$ cat src/rtl/muldiv_sequencer.sv
// Iterative RV32M multiply/divide sequencer for the execute stage.
// Shift-add multiplier and restoring divider on operand magnitudes, one bit per cycle, sign fix-up on exit.
module muldiv_sequencer #(
    parameter int XLEN = 32
) (
    input  logic            clk,
    input  logic            reset,
    input  logic            start,
    input  logic [2:0]      op,
    input  logic            flush,
    input  logic [XLEN-1:0] rs1,
    input  logic [XLEN-1:0] rs2,
    output logic            busy,
    output logic            stall,
    output logic            done,
    output logic [XLEN-1:0] result
);
    // state | meaning
    // IDLE  | waiting for start; operands latched when a request is accepted
    // CALC  | one multiply or divide step per cycle, busy high
    // FIN   | result valid, done pulses for this single cycle
    typedef enum logic [1:0] {S_IDLE, S_CALC, S_FIN} state_t;

    localparam int CW = $clog2(XLEN) + 1;
    localparam logic [CW-1:0] CNT_LAST = CW'(XLEN - 1);
    localparam logic [XLEN-1:0] INT_MIN = {1'b1, {(XLEN-1){1'b0}}};

    state_t            state_q, state_d;
    logic [2:0]        op_q, op_d;
    logic [2*XLEN-1:0] acc_q, acc_d;
    logic [XLEN-1:0]   opb_q, opb_d;
    logic [CW-1:0]     cnt_q, cnt_d;
    logic              neg_q, neg_d;
    logic              rem_neg_q, rem_neg_d;
    logic              busy_q, busy_d;
    logic              done_q, done_d;
    logic [XLEN-1:0]   result_q, result_d;

    logic              a_signed, b_signed, a_neg, b_neg;
    logic [XLEN-1:0]   mag_a, mag_b, fast_res;
    logic              div_zero, div_ovf;
    logic [XLEN:0]     mul_sum, div_diff;
    logic [2*XLEN-1:0] step, prod;
    logic [XLEN-1:0]   quo, rem, final_res;

    always_comb begin
        a_signed = 1'b0;
        b_signed = 1'b0;
        case (op)
            3'b000, 3'b001, 3'b100, 3'b110: begin
                a_signed = 1'b1;
                b_signed = 1'b1;
            end
            3'b010:  a_signed = 1'b1;
            default: ;
        endcase
    end

    assign a_neg    = a_signed & rs1[XLEN-1];
    assign b_neg    = b_signed & rs2[XLEN-1];
    assign mag_a    = a_neg ? -rs1 : rs1;
    assign mag_b    = b_neg ? -rs2 : rs2;
    assign div_zero = op[2] && (rs2 == '0);
    assign div_ovf  = op[2] && !op[0] && (rs1 == INT_MIN) && (rs2 == '1);

    always_comb begin
        if (div_zero) fast_res = op[1] ? rs1 : '1;
        else          fast_res = op[1] ? '0 : INT_MIN;
    end

    // acc holds product:multiplier for multiply and remainder:quotient for divide
    assign mul_sum  = {1'b0, acc_q[2*XLEN-1:XLEN]} + {1'b0, opb_q};
    assign div_diff = acc_q[2*XLEN-1:XLEN-1] - {1'b0, opb_q};

    always_comb begin
        if (op_q[2]) begin
            if (div_diff[XLEN]) step = {acc_q[2*XLEN-2:0], 1'b0};
            else                step = {div_diff[XLEN-1:0], acc_q[XLEN-2:0], 1'b1};
        end else begin
            if (acc_q[0]) step = {mul_sum, acc_q[XLEN-1:1]};
            else          step = {1'b0, acc_q[2*XLEN-1:1]};
        end
    end

    assign prod = neg_q ? -step : step;
    assign quo  = neg_q ? -step[XLEN-1:0] : step[XLEN-1:0];
    assign rem  = rem_neg_q ? -step[2*XLEN-1:XLEN] : step[2*XLEN-1:XLEN];

    always_comb begin
        case (op_q)
            3'b000:                 final_res = prod[XLEN-1:0];
            3'b001, 3'b010, 3'b011: final_res = prod[2*XLEN-1:XLEN];
            3'b100, 3'b101:         final_res = quo;
            default:                final_res = rem;
        endcase
    end

    always_comb begin
        state_d   = state_q;
        op_d      = op_q;
        acc_d     = acc_q;
        opb_d     = opb_q;
        cnt_d     = cnt_q;
        neg_d     = neg_q;
        rem_neg_d = rem_neg_q;
        busy_d    = busy_q;
        done_d    = 1'b0;
        result_d  = result_q;

        case (state_q)
            S_IDLE: begin
                if (start && !flush) begin
                    op_d      = op;
                    acc_d     = {{XLEN{1'b0}}, mag_a};
                    opb_d     = mag_b;
                    cnt_d     = '0;
                    neg_d     = a_neg ^ b_neg;
                    rem_neg_d = a_neg;
                    if (div_zero || div_ovf) begin
                        state_d  = S_FIN;
                        done_d   = 1'b1;
                        result_d = fast_res;
                    end else begin
                        state_d = S_CALC;
                        busy_d  = 1'b1;
                    end
                end
            end
            S_CALC: begin
                acc_d = step;
                cnt_d = cnt_q + 1'b1;
                if (cnt_q == CNT_LAST) begin
                    state_d  = S_FIN;
                    busy_d   = 1'b0;
                    done_d   = 1'b1;
                    result_d = final_res;
                end
            end
            default: begin
                state_d = S_IDLE;
                busy_d  = 1'b0;
            end
        endcase

        // flush wins over everything, including a finishing step
        if (flush) begin
            state_d  = S_IDLE;
            busy_d   = 1'b0;
            done_d   = 1'b0;
            result_d = result_q;
        end
    end

    always_ff @(posedge clk) begin
        if (reset) begin
            state_q   <= S_IDLE;
            op_q      <= '0;
            acc_q     <= '0;
            opb_q     <= '0;
            cnt_q     <= '0;
            neg_q     <= 1'b0;
            rem_neg_q <= 1'b0;
            busy_q    <= 1'b0;
            done_q    <= 1'b0;
            result_q  <= '0;
        end else begin
            state_q   <= state_d;
            op_q      <= op_d;
            acc_q     <= acc_d;
            opb_q     <= opb_d;
            cnt_q     <= cnt_d;
            neg_q     <= neg_d;
            rem_neg_q <= rem_neg_d;
            busy_q    <= busy_d;
            done_q    <= done_d;
            result_q  <= result_d;
        end
    end

    assign busy   = busy_q;
    assign done   = done_q;
    assign result = result_q;
    assign stall  = (start && (state_q == S_IDLE)) || busy_q;

endmodule
$ cat config.mk
export PLATFORM = sky130hd
export DESIGN_NAME = muldiv_sequencer
export DESIGN_NICKNAME = d
export VERILOG_FILES = /design/src/rtl/muldiv_sequencer.sv
export SDC_FILE = /design/constraint.sdc
export NUM_CORES = 1
export LEC_CHECK = 0
export BUFFER_PORTS_ARGS = -buffer_cell sky130_fd_sc_hd__buf_4
export CAP_MARGIN = 0
export CORE_AREA = 2 2 199 201
export CTS_BUF_LIST = sky130_fd_sc_hd__clkbuf_2
export CTS_CLUSTER_DIAMETER = 50
export DETAILED_ROUTE_END_ITERATION = 6
export DIE_AREA = 0 0 201 203
export GPL_TIMING_DRIVEN = 0
export SYNTH_ARGS = -nofsm -noshare
export SYNTH_HDL_FRONTEND = slang
export SYNTH_SLANG_ARGS = --single-unit
$ cat constraint.sdc
create_clock -name clk -period 11.3 [get_ports clk]
set_input_delay 0 -clock clk [delete_from_list [all_inputs] [get_ports clk]]
set_output_delay 0 -clock clk [all_outputs]
set_load 0.02 [all_outputs]
==> impl_metrics.json <==
{
  "htree_levels": 4,
  "min-delay-path-class": "input port to flip-flop",
  "path_cells": "clkbuf_1 > buf_2 > buf_2 > clkbuf_1 > buf_2 > buf_2 > buf_2 > buf_1 > clkbuf_1 > clkbuf_1 > o21ai_0 > a211o_1 > a311oi_1 > dlygate4sd3_1",
  "grt_pass1_wl_um": 114000,
  "synth_nets": 2279,
  "avgSynthCellArea_sq_um": 7.16,
  "ios": 106,
  "path_common_cell": "buf_2",
  "arrival_ps": 8930,
  "cpPeakStageDelay_ps": 900,
  "clock_path_buffers": 2,
  "slowest_stage": "clkbuf_1",
  "cts-root-buf": "clkbuf_2",
  "cp-startpoint": "op_q[2]$_SDFFE_PP0P_",
  "drt_first_pass_iters": 6,
  "grt_overflow": 0,
  "initial_core_util": 0.398,
  "max_freq_ghz": 0.123,
  "cts_buffers": 17,
  "finalPower_mw": 1.55,
  "setup_viol": 0,
  "drtIter0Drc": 2057,
  "startpoint_type": "flip-flop",
  "drive_above_1_share": 0.0843,
  "grt_pass1_vias": 17800,
  "clk_pin_slew_ps": 280,
  "ys_types": 94,
  "endpoint_kind": "flip-flop",
  "min-delay-start": "start",
  "pwr_density_cell_mw_per_mm2": 82.7,
  "path_max_fanout": 10,
  "finClkSkew_ps": 55.0,
  "synth-edff-count": 0,
  "port_buffers": 104,
  "coreArea_sq_mm": 0.0385,
  "die_y_um": 203,
  "final_util": 0.489,
  "final_antenna_net_count": 0,
  "min_period_ps": 8110,
  "track_usage": 0.369,
  "area_delta_synth_final_pct": 22.8,
  "ys_seq_elements": 143,
  "fin_nets": 2586,
  "ys_top_cells_by_count": "208 x nor2_1, 197 x nand2_1, 194 x a21oi_1",
  "die_width_um": 201,
  "synth.top_cells.by_area": "dfxtp_1 19%, xnor2_1 6.5%, a21oi_1 6.3%, ha_1 5.7%, nor2_1 5.1%",
  "status": "finished, final reports clean",
  "netlist_area_sq_mm": 0.0153,
  "max_slew.worst_pin.slew_ps": 1450,
  "hold_viol": 0,
  "wl_per_cell_um": 26.0,
  "yosysSeqAreaShare": 0.187,
  "dp_hpwl_um": 60100,
  "grt_max_degree": 17,
  "slew_violations": 0,
  "rows": 72,
  "async_flop_share": 0,
  "clock-sinks": 143,
  "vdd_drop_max_mv": 0.0633,
  "period_share": 0.718,
  "detail_route.wirelength_um": 77300,
  "rsz0062_at_grt": "false",
  "synthCells": 2136,
  "regToRegSetupSlack_ps": 3190,
  "cts_tree": "yes",
  "stdcell_area_sq_mm": 0.0188,
  "yosys.area.top_type": "dfxtp_1",
  "antenna_found_initial": 1,
  "drc": 0,
  "fill_cells": 3936,
  "num_vias": 19100,
  "cts_setup_buffers": 0,
  "yosysTopAreaCellShare": 0.187,
  "placed_area_sq_mm": 0.0167,
  "worstSetupPathType": "flip-flop to flip-flop",
  "slew_headroom": 0.0240,
  "viasPerCell": 6.43,
  "hold_slack_ps": 76.8,
  "yosysMostFrequentCell": "nor2_1",
  "synth_flop_cell": "dfxtp_1",
  "dieArea_sq_mm": 0.0408,
  "clk_latency_ps": 880,
  "tns_ps": 0,
  "r2r_start": "op_q[2]$_SDFFE_PP0P_",
  "place.gp.congestion": 1.05,
  "yosys_warnings": 0,
  "required_ps": 12120,
  "cap_violations": 0,
  "power.leakage_nw": 7.02
}
kinds of logic after synthesis:
| logic type | Yosys count | share of synthesized area |
|---|---|---|
| xor gates and xnor gates | 180 | 0.103 |
| DFF | 143 | 0.187 |
| muxes | 52 | 0.0350 |
| buffers and inverters | 217 | 0.0560 |
| AOI/OAI and AO/OA | 741 | 0.325 |
| adders and majority gates | 72 | 0.0599 |
| and+or+nand+nor | 731 | 0.234 |
path summary, 6_finish.rpt:
kind | depth (start not counted) | end
setup / recovery | 14 | result[4]$_SDFFE_PP0P_
hold / removal | 6 | opb_q[10]$_SDFFE_PP0P_
setup reg to reg | 14 | result[4]$_SDFFE_PP0P_
hold reg to reg | 2 | result[5]$_SDFFE_PP0P_
cells in the final DEF (no fill, tap or decap), drive strengths merged, types with 40 or more instances in the layout:
cell type    synthesis  layout
a211oi              52      52
a21oi              195     195
buf                 38     142
clkbuf             112     130
dfxtp              143     143
dlygate4sd3          0     184
ha                  70      70
inv                 66      71
mux2i               40      40
nand2              197     197
nand3               72      72
nor2               210     210
nor3                51      51
o21ai              153     153
xnor2              113     113
xor2                67      67
report_power, final:
group | internal [mW] | switching, mW
Sequential | 0.523 | 0.0301
Combinational | 0.254 | 0.422
Clock | 0.0844 | 0.241
Total | 0.861 | 0.693
routing by layer:
metal	track usage	up-vias	wire [um]
li1	-	8541	-
met1	0.510	9319	32800
met3	0.0897	172	8990
met4	0.134	0	2940
met5	0	-	0
met2	0.556	1093	32600
through the flow:
stage          worst slack (ps)  std cells
2_1_floorplan              6210       2136
4_1_cts                    3710       2974
3_3_place_gp               4260       2758
6_report                   3190       2975
5_1_grt                    3080       2975
3_5_place_dp               4310       2758
layout make-up:
type / instances / area (sq um) / share of cell area
tap: 518 / 648 / 0.0345
buffer: 150 / 606 / 0.0322
inverter: 67 / 251 / 0.0134
sequential: 143 / 2860 / 0.152
antenna: 1 / 2.50 / 0.000133
multi-input combinational: 1776 / 11600 / 0.616
timing repair buffer: 288 / 2620 / 0.140
clock buffer: 18 / 90.1 / 0.00479
clock inverter: 14 / 131 / 0.00699
sequential cells by signal, summed over array words and instances (netlist names):
signal and flops:
acc_q 64, neg_q 1, busy 1, rem_neg_q 1, result 32, state_q 2, cnt_q 6, opb_q 32
done 1, op_q 3
worst max-delay path: cells and delay by family (launching register included):
| family | cells | cell delay (ps) |
|---|---|---|
| buffers and inverters | 11 | 6330 |
| flip-flops | 1 | 550 |
| AO/OA/AOI/OAI | 3 | 1130 |
repair_timing:
action / 4_1_cts / 5_1_grt
gates resized for setup: 0 / 0
hold buffers: 184 / 0
hold endpoints to repair: 105 / 0
Note: power is estimated with default switching activity, not from simulation.
